`src/rtl/vga_fb_arbiter_pkg.sv`:
```
// rtl/vga_fb_arbiter_pkg.sv - arbiter state encodings and framebuffer constants
package vga_fb_arbiter_pkg;

    typedef enum logic [1:0] {
        ST_IDLE  = 2'd0,
        ST_FETCH = 2'd1,
        ST_HOST  = 2'd2
    } arb_state_e;

    localparam int FB_WORDS_DEFAULT = 307200;

    // RGB444 fields inside a pixel word; bits [15:12] are unused
    localparam int RGB_B_LSB   = 0;
    localparam int RGB_G_LSB   = 4;
    localparam int RGB_R_LSB   = 8;
    localparam int RGB_FIELD_W = 4;

endpackage

```
`src/rtl/vga_fb_arbiter_pixel_fifo.sv`:
```
// rtl/vga_fb_arbiter_pixel_fifo.sv - synchronous prefetch FIFO with flush and level
module vga_fb_arbiter_pixel_fifo #(
    parameter int DATA_W = 16,
    parameter int DEPTH  = 16,
    parameter int LVL_W  = $clog2(DEPTH) + 1
) (
    input  logic              clk,
    input  logic              rst,
    input  logic              flush,
    input  logic              push,
    input  logic [DATA_W-1:0] push_data,
    input  logic              pop,
    output logic [DATA_W-1:0] head,
    output logic              empty,
    output logic [LVL_W-1:0]  level
);

    localparam int PTR_W = $clog2(DEPTH);

    logic [DATA_W-1:0] mem_q [DEPTH];
    logic [DATA_W-1:0] mem_d [DEPTH];
    logic [PTR_W-1:0]  rd_ptr_q, rd_ptr_d;
    logic [PTR_W-1:0]  wr_ptr_q, wr_ptr_d;
    logic [LVL_W-1:0]  level_q, level_d;

    always_comb begin
        mem_d    = mem_q;
        rd_ptr_d = rd_ptr_q;
        wr_ptr_d = wr_ptr_q;
        level_d  = level_q;
        if (flush) begin
            rd_ptr_d = '0;
            wr_ptr_d = '0;
            level_d  = '0;
        end else begin
            if (push) begin
                mem_d[wr_ptr_q] = push_data;
                wr_ptr_d        = wr_ptr_q + PTR_W'(1);
            end
            if (pop) begin
                rd_ptr_d = rd_ptr_q + PTR_W'(1);
            end
            case ({push, pop})
                2'b10:   level_d = level_q + LVL_W'(1);
                2'b01:   level_d = level_q - LVL_W'(1);
                default: level_d = level_q;
            endcase
        end
    end

    always_ff @(posedge clk or posedge rst) begin
        if (rst) begin
            for (int i = 0; i < DEPTH; i++) begin
                mem_q[i] <= '0;
            end
            rd_ptr_q <= '0;
            wr_ptr_q <= '0;
            level_q  <= '0;
        end else begin
            mem_q    <= mem_d;
            rd_ptr_q <= rd_ptr_d;
            wr_ptr_q <= wr_ptr_d;
            level_q  <= level_d;
        end
    end

    assign empty = (level_q == '0);
    assign level = level_q;
    assign head  = empty ? '0 : mem_q[rd_ptr_q];

endmodule

```
`src/rtl/vga_fb_arbiter.sv`:
```
// rtl/vga_fb_arbiter.sv - framebuffer RAM arbiter, VGA prefetch vs host; VGA_FB_STATS_EN adds underflow_cnt
module vga_fb_arbiter
    import vga_fb_arbiter_pkg::*;
#(
    parameter int ADDR_W     = 19,
    parameter int DATA_W     = 16,
    parameter int FB_WORDS   = FB_WORDS_DEFAULT,
    parameter int FIFO_DEPTH = 16,
    parameter int LOW_WATER  = 4
) (
    input  logic              clk,
    input  logic              rst,
    input  logic              frame_start,
    input  logic              pix_rd,
    output logic [DATA_W-1:0] pix_data,
    output logic              pix_valid,
    output logic              underflow,
    input  logic              host_req,
    input  logic              host_we,
    input  logic [ADDR_W-1:0] host_addr,
    input  logic [DATA_W-1:0] host_wdata,
    output logic              host_ack,
    output logic [DATA_W-1:0] host_rdata,
    output logic              mem_en,
    output logic              mem_we,
    output logic [ADDR_W-1:0] mem_addr,
    output logic [DATA_W-1:0] mem_wdata,
    input  logic [DATA_W-1:0] mem_rdata
`ifdef VGA_FB_STATS_EN
    ,
    output logic [15:0]       underflow_cnt
`endif
);

    localparam int LVL_W = $clog2(FIFO_DEPTH) + 1;
    localparam int TOT_W = LVL_W + 1;

    // state_q is the operation currently on the RAM bus
    arb_state_e        state_q, state_d;
    logic [ADDR_W-1:0] fetch_addr_q, fetch_addr_d, fetch_base;
    logic              fetch_v2_q, fetch_v2_d;
    logic              host_ack_q, host_ack_d;
    logic              ack_rd_q, ack_rd_d;
    logic              mem_en_q, mem_en_d;
    logic              mem_we_q, mem_we_d;
    logic [ADDR_W-1:0] mem_addr_q, mem_addr_d;
    logic [DATA_W-1:0] mem_wdata_q, mem_wdata_d;
    logic              underflow_q, underflow_d;

    logic [LVL_W-1:0]  fifo_level;
    logic              fifo_empty;
    logic              fifo_push, fifo_pop;
    logic [TOT_W-1:0]  fill_level;

    // A frame_start discards everything in flight, so the fill level restarts at zero
    assign fill_level = frame_start ? '0
                      : TOT_W'(fifo_level) + TOT_W'(state_q == ST_FETCH) + TOT_W'(fetch_v2_q);
    assign fetch_base = frame_start ? '0 : fetch_addr_q;
    assign fifo_push  = fetch_v2_q & ~frame_start;
    assign fifo_pop   = pix_rd & ~fifo_empty & ~frame_start;

    always_comb begin
        state_d      = ST_IDLE;
        fetch_addr_d = fetch_base;
        mem_en_d     = 1'b0;
        mem_we_d     = 1'b0;
        mem_addr_d   = '0;
        mem_wdata_d  = '0;

        if (fill_level <= TOT_W'(LOW_WATER)) begin
            state_d = ST_FETCH;
        end else if (host_req && state_q != ST_HOST) begin
            state_d = ST_HOST;
        end else if (fill_level < TOT_W'(FIFO_DEPTH)) begin
            state_d = ST_FETCH;
        end

        case (state_d)
            ST_FETCH: begin
                mem_en_d     = 1'b1;
                mem_addr_d   = fetch_base;
                fetch_addr_d = (fetch_base == ADDR_W'(FB_WORDS - 1)) ? '0
                             : fetch_base + ADDR_W'(1);
            end
            ST_HOST: begin
                mem_en_d    = 1'b1;
                mem_we_d    = host_we;
                mem_addr_d  = host_addr;
                mem_wdata_d = host_we ? host_wdata : '0;
            end
            default: ;
        endcase

        fetch_v2_d  = (state_q == ST_FETCH) & ~frame_start;
        host_ack_d  = (state_q == ST_HOST);
        ack_rd_d    = (state_q == ST_HOST) & ~mem_we_q;
        underflow_d = underflow_q | (pix_rd & fifo_empty & ~frame_start);
    end

    always_ff @(posedge clk or posedge rst) begin
        if (rst) begin
            state_q      <= ST_IDLE;
            fetch_addr_q <= '0;
            fetch_v2_q   <= 1'b0;
            host_ack_q   <= 1'b0;
            ack_rd_q     <= 1'b0;
            mem_en_q     <= 1'b0;
            mem_we_q     <= 1'b0;
            mem_addr_q   <= '0;
            mem_wdata_q  <= '0;
            underflow_q  <= 1'b0;
        end else begin
            state_q      <= state_d;
            fetch_addr_q <= fetch_addr_d;
            fetch_v2_q   <= fetch_v2_d;
            host_ack_q   <= host_ack_d;
            ack_rd_q     <= ack_rd_d;
            mem_en_q     <= mem_en_d;
            mem_we_q     <= mem_we_d;
            mem_addr_q   <= mem_addr_d;
            mem_wdata_q  <= mem_wdata_d;
            underflow_q  <= underflow_d;
        end
    end

    vga_fb_arbiter_pixel_fifo #(
        .DATA_W (DATA_W),
        .DEPTH  (FIFO_DEPTH),
        .LVL_W  (LVL_W)
    ) u_pixel_fifo (
        .clk       (clk),
        .rst       (rst),
        .flush     (frame_start),
        .push      (fifo_push),
        .push_data (mem_rdata),
        .pop       (fifo_pop),
        .head      (pix_data),
        .empty     (fifo_empty),
        .level     (fifo_level)
    );

    assign pix_valid  = ~fifo_empty;
    assign underflow  = underflow_q;
    assign host_ack   = host_ack_q;
    assign host_rdata = ack_rd_q ? mem_rdata : '0;
    assign mem_en     = mem_en_q;
    assign mem_we     = mem_we_q;
    assign mem_addr   = mem_addr_q;
    assign mem_wdata  = mem_wdata_q;

`ifdef VGA_FB_STATS_EN
    logic [15:0] ucnt_q, ucnt_d;

    always_comb begin
        ucnt_d = ucnt_q;
        if (frame_start) begin
            ucnt_d = '0;
        end else if (pix_rd && fifo_empty && ucnt_q != 16'hFFFF) begin
            ucnt_d = ucnt_q + 16'd1;
        end
    end

    always_ff @(posedge clk or posedge rst) begin
        if (rst) begin
            ucnt_q <= '0;
        end else begin
            ucnt_q <= ucnt_d;
        end
    end

    assign underflow_cnt = ucnt_q;
`endif

endmodule

```
`config.mk`:
```
export PLATFORM = sky130hd
export DESIGN_NAME = vga_fb_arbiter
export DESIGN_NICKNAME = d
export VERILOG_FILES = /design/src/rtl/vga_fb_arbiter_pkg.sv /design/src/rtl/vga_fb_arbiter_pixel_fifo.sv /design/src/rtl/vga_fb_arbiter.sv
export SDC_FILE = /design/constraint.sdc
export NUM_CORES = 1
export LEC_CHECK = 0
export CORE_ASPECT_RATIO = 1.5
export CORE_MARGIN = 1.5
export CORE_UTILIZATION = 65
export DETAILED_ROUTE_END_ITERATION = 12
export DONT_BUFFER_PORTS = 1
export GPL_TIMING_DRIVEN = 0
export PLACE_DENSITY = 0.81
export SYNTH_ARGS = -nofsm -noshare
export SYNTH_HDL_FRONTEND = slang
export SYNTH_SLANG_ARGS = --single-unit
```
`constraint.sdc`:
```
create_clock -name clk -period 34.5 [get_ports clk]
set_input_delay 8.625 -clock clk [delete_from_list [all_inputs] [get_ports clk]]
set_output_delay 8.625 -clock clk [all_outputs]
set_load 0.005 [all_outputs]
```
==> results.cfg <==
[worst_setup_path]
cp-start-kind = input pin
critPathCaptureType = output pin
slowest_stage = clkbuf_1
worst-path-stages = 2
cp.arrival_ns = 9.38
crit_family = buffers and inverters
cp_cell_sequence = clkbuf_1 > and2_1
worstPathMaxFanout = 10
cp_num_buf_inv = 1
ff2ff_path_depth = 17
cp_slowest_stage_delay_ns = 0.50
worstSetupPathType = in2out
worstPathRequired_ns = 25.87

[cells_and_area]
postLayoutCoreUtil_pct = 72.95
drive_above_1_share_pct = 35.04
final_cells = 1372
layout_common_cells = dfrtp_1, mux2_2, mux4_2
area_growth_pct = 9.432
antenna_cells = 0
layout_commonest_cell = dfrtp_1
nNetsFinal = 1146

[synth]
synth_area_leaders = dfrtp_1, mux2_2, mux4_2, mux2i_1, nor2_1
syn-cell-area_um2 = 14980
avgSynthCellArea_um2 = 14.40
synth_xor_area_share_pct = 1.462
synth_top_flop_cell = dfrtp_1
synth.area.mux_share_pct = 31.35
ys_ff_latch = 331
async_flop_share_pct = 100.0
synth_edf_count = 0
ys_types = 44
synth_cells = 1040
synth_compound_area_share_pct = 2.331
seq_area_frac_synth_pct = 55.30
synthAdderAreaFrac_pct = 1.353
synth_fp_nets = 1112
yosys_warnings = 0
synth_top_area_cell = dfrtp_1
yosys.area_share.simple_pct = 5.923
synth_top_family_by_area = multiplexers
synth_top_area_share_pct = 55.30

[timing]
skew_ns = 0.007755
finalCritPeriodShare_pct = 52.18
final.min_clock_period_ns = 18.00
final_hold_viol_count = 0
slew_violations = 0
setup_viol = 0
tns_ns = 0
fmax_ghz = 0.05554
tightest_slew_ns = 1.129
rsz0062_at_grt = false
max-slew-margin-rel_pct = 24.72

[clock_tree]
clockRootBuffer = clkbuf_16
cts_tree = built
path_clk_slew_ns = 0.06
max-clock-path-buffers = 3
holdBufCountCts = 0
clkSinkCount = 331
cts.htree.levels = 1
cts_setup_buffers = 0
worst_skew_pair.late_latency_ns = 0.55
post_cts_resized = 0
cts_buffers = 30

[power]
seq_power_share_pct = 44.1
p_switching_mw = 0.3124
switching_share_pct = 29.29
power.static_leakage_nw = 7.756
vdd_drop_max_uv = 45.99
combPwrFrac_pct = 24.4
fin_total_pwr_mw = 1.067
pwr-share-clk_pct = 31.5
intPower_mw = 0.7543
p_per_area_nw_per_um2 = 65.08

[grt]
grt-ovfl-total = 0
grt_pass1_wl_um = 54270
grt_pass1_vias = 9551
antenna_found_initial = 0
grt_max_degree = 130
grt.total_usage_pct = 30.05

[worst_hold_path]
min_path_type = reg2reg
hold_depth = 1

[route]
antenna_left = 0
firstDrtPassIters = 5
drtIter0Drc = 579
vias = 8990
remaining_drc_errors = 0
wl_per_cell_um = 25.59
vias_per_cell = 6.552
wl_um = 35110

[die]
core-area_um2 = 22470
start_util_pct = 66.66
io_pins = 129
die_y_um = 188.9
fp.dieArea_um2 = 23980
die_w_um = 126.9
rows = 67

[placed_design]
portBuffers = 0
place_inst = 1318
place_hpwl_um = 24470
gp_congestion = 0.8788

[job]
maxCapViolCount = 0

[status]
outcome = finished, final reports clean
==> synthesized netlist by cell type (all sizes together), types with 3 or more instances <==
cell type	count
mux4	64
clkbuf	54
nor3	7
mux2i	36
nand3	11
xnor2	11
nand2b	6
nand2	29
and2	18
a21oi	6
ha	13
and3	18
o21ai	5
xor2	14
nand4	8
buf	17
nor2b	6
o22ai	16
a22oi	18
inv	16
nor2	56
and4	3
mux2	257
dfrtp	331
==> cell type report <==
| class | count | area [um2] |
|---|---|---|
| clock buffers | 48 | 949.7 |
| repair buffers | 2 | 55.05 |
| plain buffers | 71 | 280.3 |
| flip-flops and latches | 331 | 8283 |
| well taps | 276 | 345.3 |
| multi-input cells | 622 | 6354 |
| clock inverters | 6 | 55.05 |
| fillers | 1470 | 6077 |
| inverters | 16 | 67.56 |
==> path summary, 6_finish.rpt <==
kind / from / end / slack (ns)
min in group asynchronous: rst / mem_addr[16]$_DFF_PP0_ / 8.02
hold / removal: mem_we$_DFF_PP0_ / ack_rd_q$_DFF_PP0_ / 0.47
max in group asynchronous: rst / u_pixel_fifo.mem_q[5]$_DFFE_PP0P_ / 24.92
setup / recovery: mem_rdata[5] / host_rdata[5] / 16.50
setup reg to reg: fetch_v2_q$_DFF_PP0_ / fetch_addr_q[11]$_DFF_PP0_ / 30.47
hold reg to reg: mem_we$_DFF_PP0_ / ack_rd_q$_DFF_PP0_ / 0.47
==> per-stage QoR <==
stage / instance area (um2) / setup WS (ns) / hold WS (ns)
after detailed placement: 15380 / 16.54 / 0.4685
final: 16390 / 16.50 / 0.4707
after global routing: 16390 / 16.51 / 0.5097
after floorplan: 14980 / 16.71 / 0.4276
after global placement: 15320 / 13.51 / 0.4715
after CTS: 16390 / 16.54 / 0.4769
==> registers in the layout (all words and copies together) (netlist names) <==
register               cells
u_pixel_fifo.mem_q       256
fetch_addr_q              19
mem_addr                  19
mem_wdata                 16
u_pixel_fifo.level         5
u_pixel_fifo.rd_ptr_q      4
u_pixel_fifo.wr_ptr_q      4
state_q                    2
ack_rd_q                   1
fetch_v2_q                 1
host_ack                   1
mem_en                     1
mem_we                     1
underflow                  1
==> metal layers <==
layer | up-vias | global-route usage (%) | routed length (um)
met2 | 333 | 53.24 | 18660
met3 | 90 | 4.662 | 1858
met4 | 0 | 14.82 | 1735
li1 | 3844 | - | -
met1 | 4723 | 35.72 | 12860
met5 | - | 0 | 0
==> cells by family (layout without fill, tap and decap cells) <==
| logic type | count (synthesis) | after routing |
|---|---|---|
| xor+xnor | 25 | 25 |
| flops | 331 | 331 |
| fa+ha+maj | 15 | 15 |
| simple gates | 173 | 173 |
| buf+inv | 87 | 143 |
| compound gates | 52 | 52 |
| mux | 357 | 357 |
==> power by group through the flow <==
stage          registers, mW  logic (mW)  clock network, mW
4_1_cts                0.470       0.260              0.340
6_report               0.471       0.260              0.336
2_1_floorplan          0.466       0.196                  0
3_3_place_gp           0.474       0.250                  0
3_5_place_dp           0.477       0.259                  0
5_1_grt                0.476       0.282              0.354
No activity file was read; power rests on OpenSTA's default activity.
==> RTL edit, RTL diff (same settings) <==
Register the output `underflow` once more, without a reset; this adds one clock of latency there. The other outputs are not delayed to match.
--- a/src/rtl/vga_fb_arbiter.sv
+++ b/src/rtl/vga_fb_arbiter.sv
@@ -140,7 +140,9 @@
     );
 
     assign pix_valid  = ~fifo_empty;
-    assign underflow  = underflow_q;
+    always_ff @(posedge clk) begin
+        underflow <= underflow_q;
+    end
     assign host_ack   = host_ack_q;
     assign host_rdata = ack_rd_q ? mem_rdata : '0;
     assign mem_en     = mem_en_q;
Function: changed (Yosys sat finds a counterexample within 4 cycles, from zero or initial values and one cycle with rst high).
==> RTL edit against the original RTL <==
Critical path depth unchanged; critical endpoint is now host_rdata[15]; setup slack improved by 0.095 ns; sequential cell count increased by 1; power increased by 0.32%; wire length increased by 0.11%; non-clock buffer count unchanged; area after synthesis increased by 0.13%; design area increased by 0.15%; largest power group unchanged.
==> RTL edit: results (changes against the original RTL) <==
Non-clock buffers, area share=2.043% (-0.0031 points); Distinct cells, synth=45 (+2.3%); Layout Skew=0.009581 ns (+0.001827 ns); Clock-cell share=6.151% (+0.021 points); Slew headroom=31.41% (+6.7 points); CP endpoint=host_rdata[15]; Reg clk slew, reported paths=0.06 ns (about the same); Synthesized Nets=1,113 (+0.090%); clk_buf instances=45 (-6.3%); Int Pwr=0.7543 mW (about the same); Hold WS=0.3843 ns (-0.08639 ns); DRT Pass-1 Iters=5 (unchanged); # fillers=1,475 (+0.34%); Non-clk bufs=73 (unchanged); hpwl dp=24.25 mm (-0.90%); top post-synthesis cells by area=dfrtp_1, mux2_2, mux4_2, mux2i_1, nor2_1; met2 WL=18.94 mm (+1.5%); Hold Startpoint=underflow_q; register area share after synthesis=55.36% (+0.060 points); fin util=73.06% (+0.11 points); # placed instances=1,319 (+0.076%); Sink Count=332 (+0.30%); multi-input combinational area share=38.71% (-0.059 points); Seq area share=50.58% (about the same); IO Port Bufs=0 (unchanged); gr usage total=29.99% (-0.060 points); length of routed met3 wiring=1.729 mm (-6.9%); gpl congestion=0.8849 (+0.69%); r2r worst-path depth=17 (unchanged); CP max-delay cell=clkbuf_1; layout cell share with drive strength beyond 1=35.06% (about the same); Post-Route WL=35.14 mm (+0.11%); Final Non-Filler Cells=1,377 (+0.36%); routed vias=8,810 (-2.0%); largest net degree at the start of global routing=119 (-8.5%); dpl ws=16.58 ns (+0.03460 ns); Final Cycle Share=51.91% (-0.27 points); worst hold path stage count=0 (-1); H-tree lvl count=1 (unchanged); Worst path max stage delay=0.42 ns (-0.08 ns); Hold EP=underflow; # diodes=0 (unchanged); global-route wire length before repair=54.29 mm (about the same); run status=complete, no violations; crit path from=mem_rdata[15]; share of flip-flops with an asynchronous set or reset=99.70% (-0.30 points); Placement Cell Area=0.01540 mm2 (+0.13%); Avg Cell Area, Syn=14.41 um2 (about the same); Num CTS Buffers=31 (+3.3%); DRT met1 WL=12.86 mm (about the same); capturing point of the worst reg2reg path=fetch_addr_q[15]; reg2reg setup slack=30.52 ns (+0.05 ns); crit path DAT=9.28 ns (-0.10 ns); LEAKAGE=7.765 nW (+0.12%); VDD IR max=0.00005112 V (+11%); vias in the first global route=9,583 (+0.34%)
[RTL edit: cell count changes after synthesis]
cell and change:
dfxtp_1 +1
[RTL edit: power groups by stage]
stage | sequential [mW] | combinational, mW | clock [mW]
after floorplan | 0.468 | 0.196 | 0
after global placement | 0.475 | 0.250 | 0
after detailed placement | 0.478 | 0.258 | 0
after CTS | 0.471 | 0.260 | 0.342
after global routing | 0.477 | 0.281 | 0.357
final | 0.472 | 0.260 | 0.338
[RTL edit: metal layers]
| layer | vias to the layer above | global-route usage [%] |
|---|---|---|
| li1 | 3848 | - |
| met1 | 4627 | 34.96 |
| met2 | 259 | 54.41 |
| met3 | 76 | 4.832 |
| met4 | 0 | 13.29 |
| met5 | - | 0 |
[RTL edit: cells by family (layout without fill, tap and decap cells)]
family	Yosys count	in the layout	synth area share [%]
mux	357	357	31.31
flops	332	332	55.36
simple gates	173	173	5.915
buf+inv	87	147	2.269
compound gates	52	52	2.328
xor+xnor	25	25	1.460
fa+ha+maj	15	15	1.352
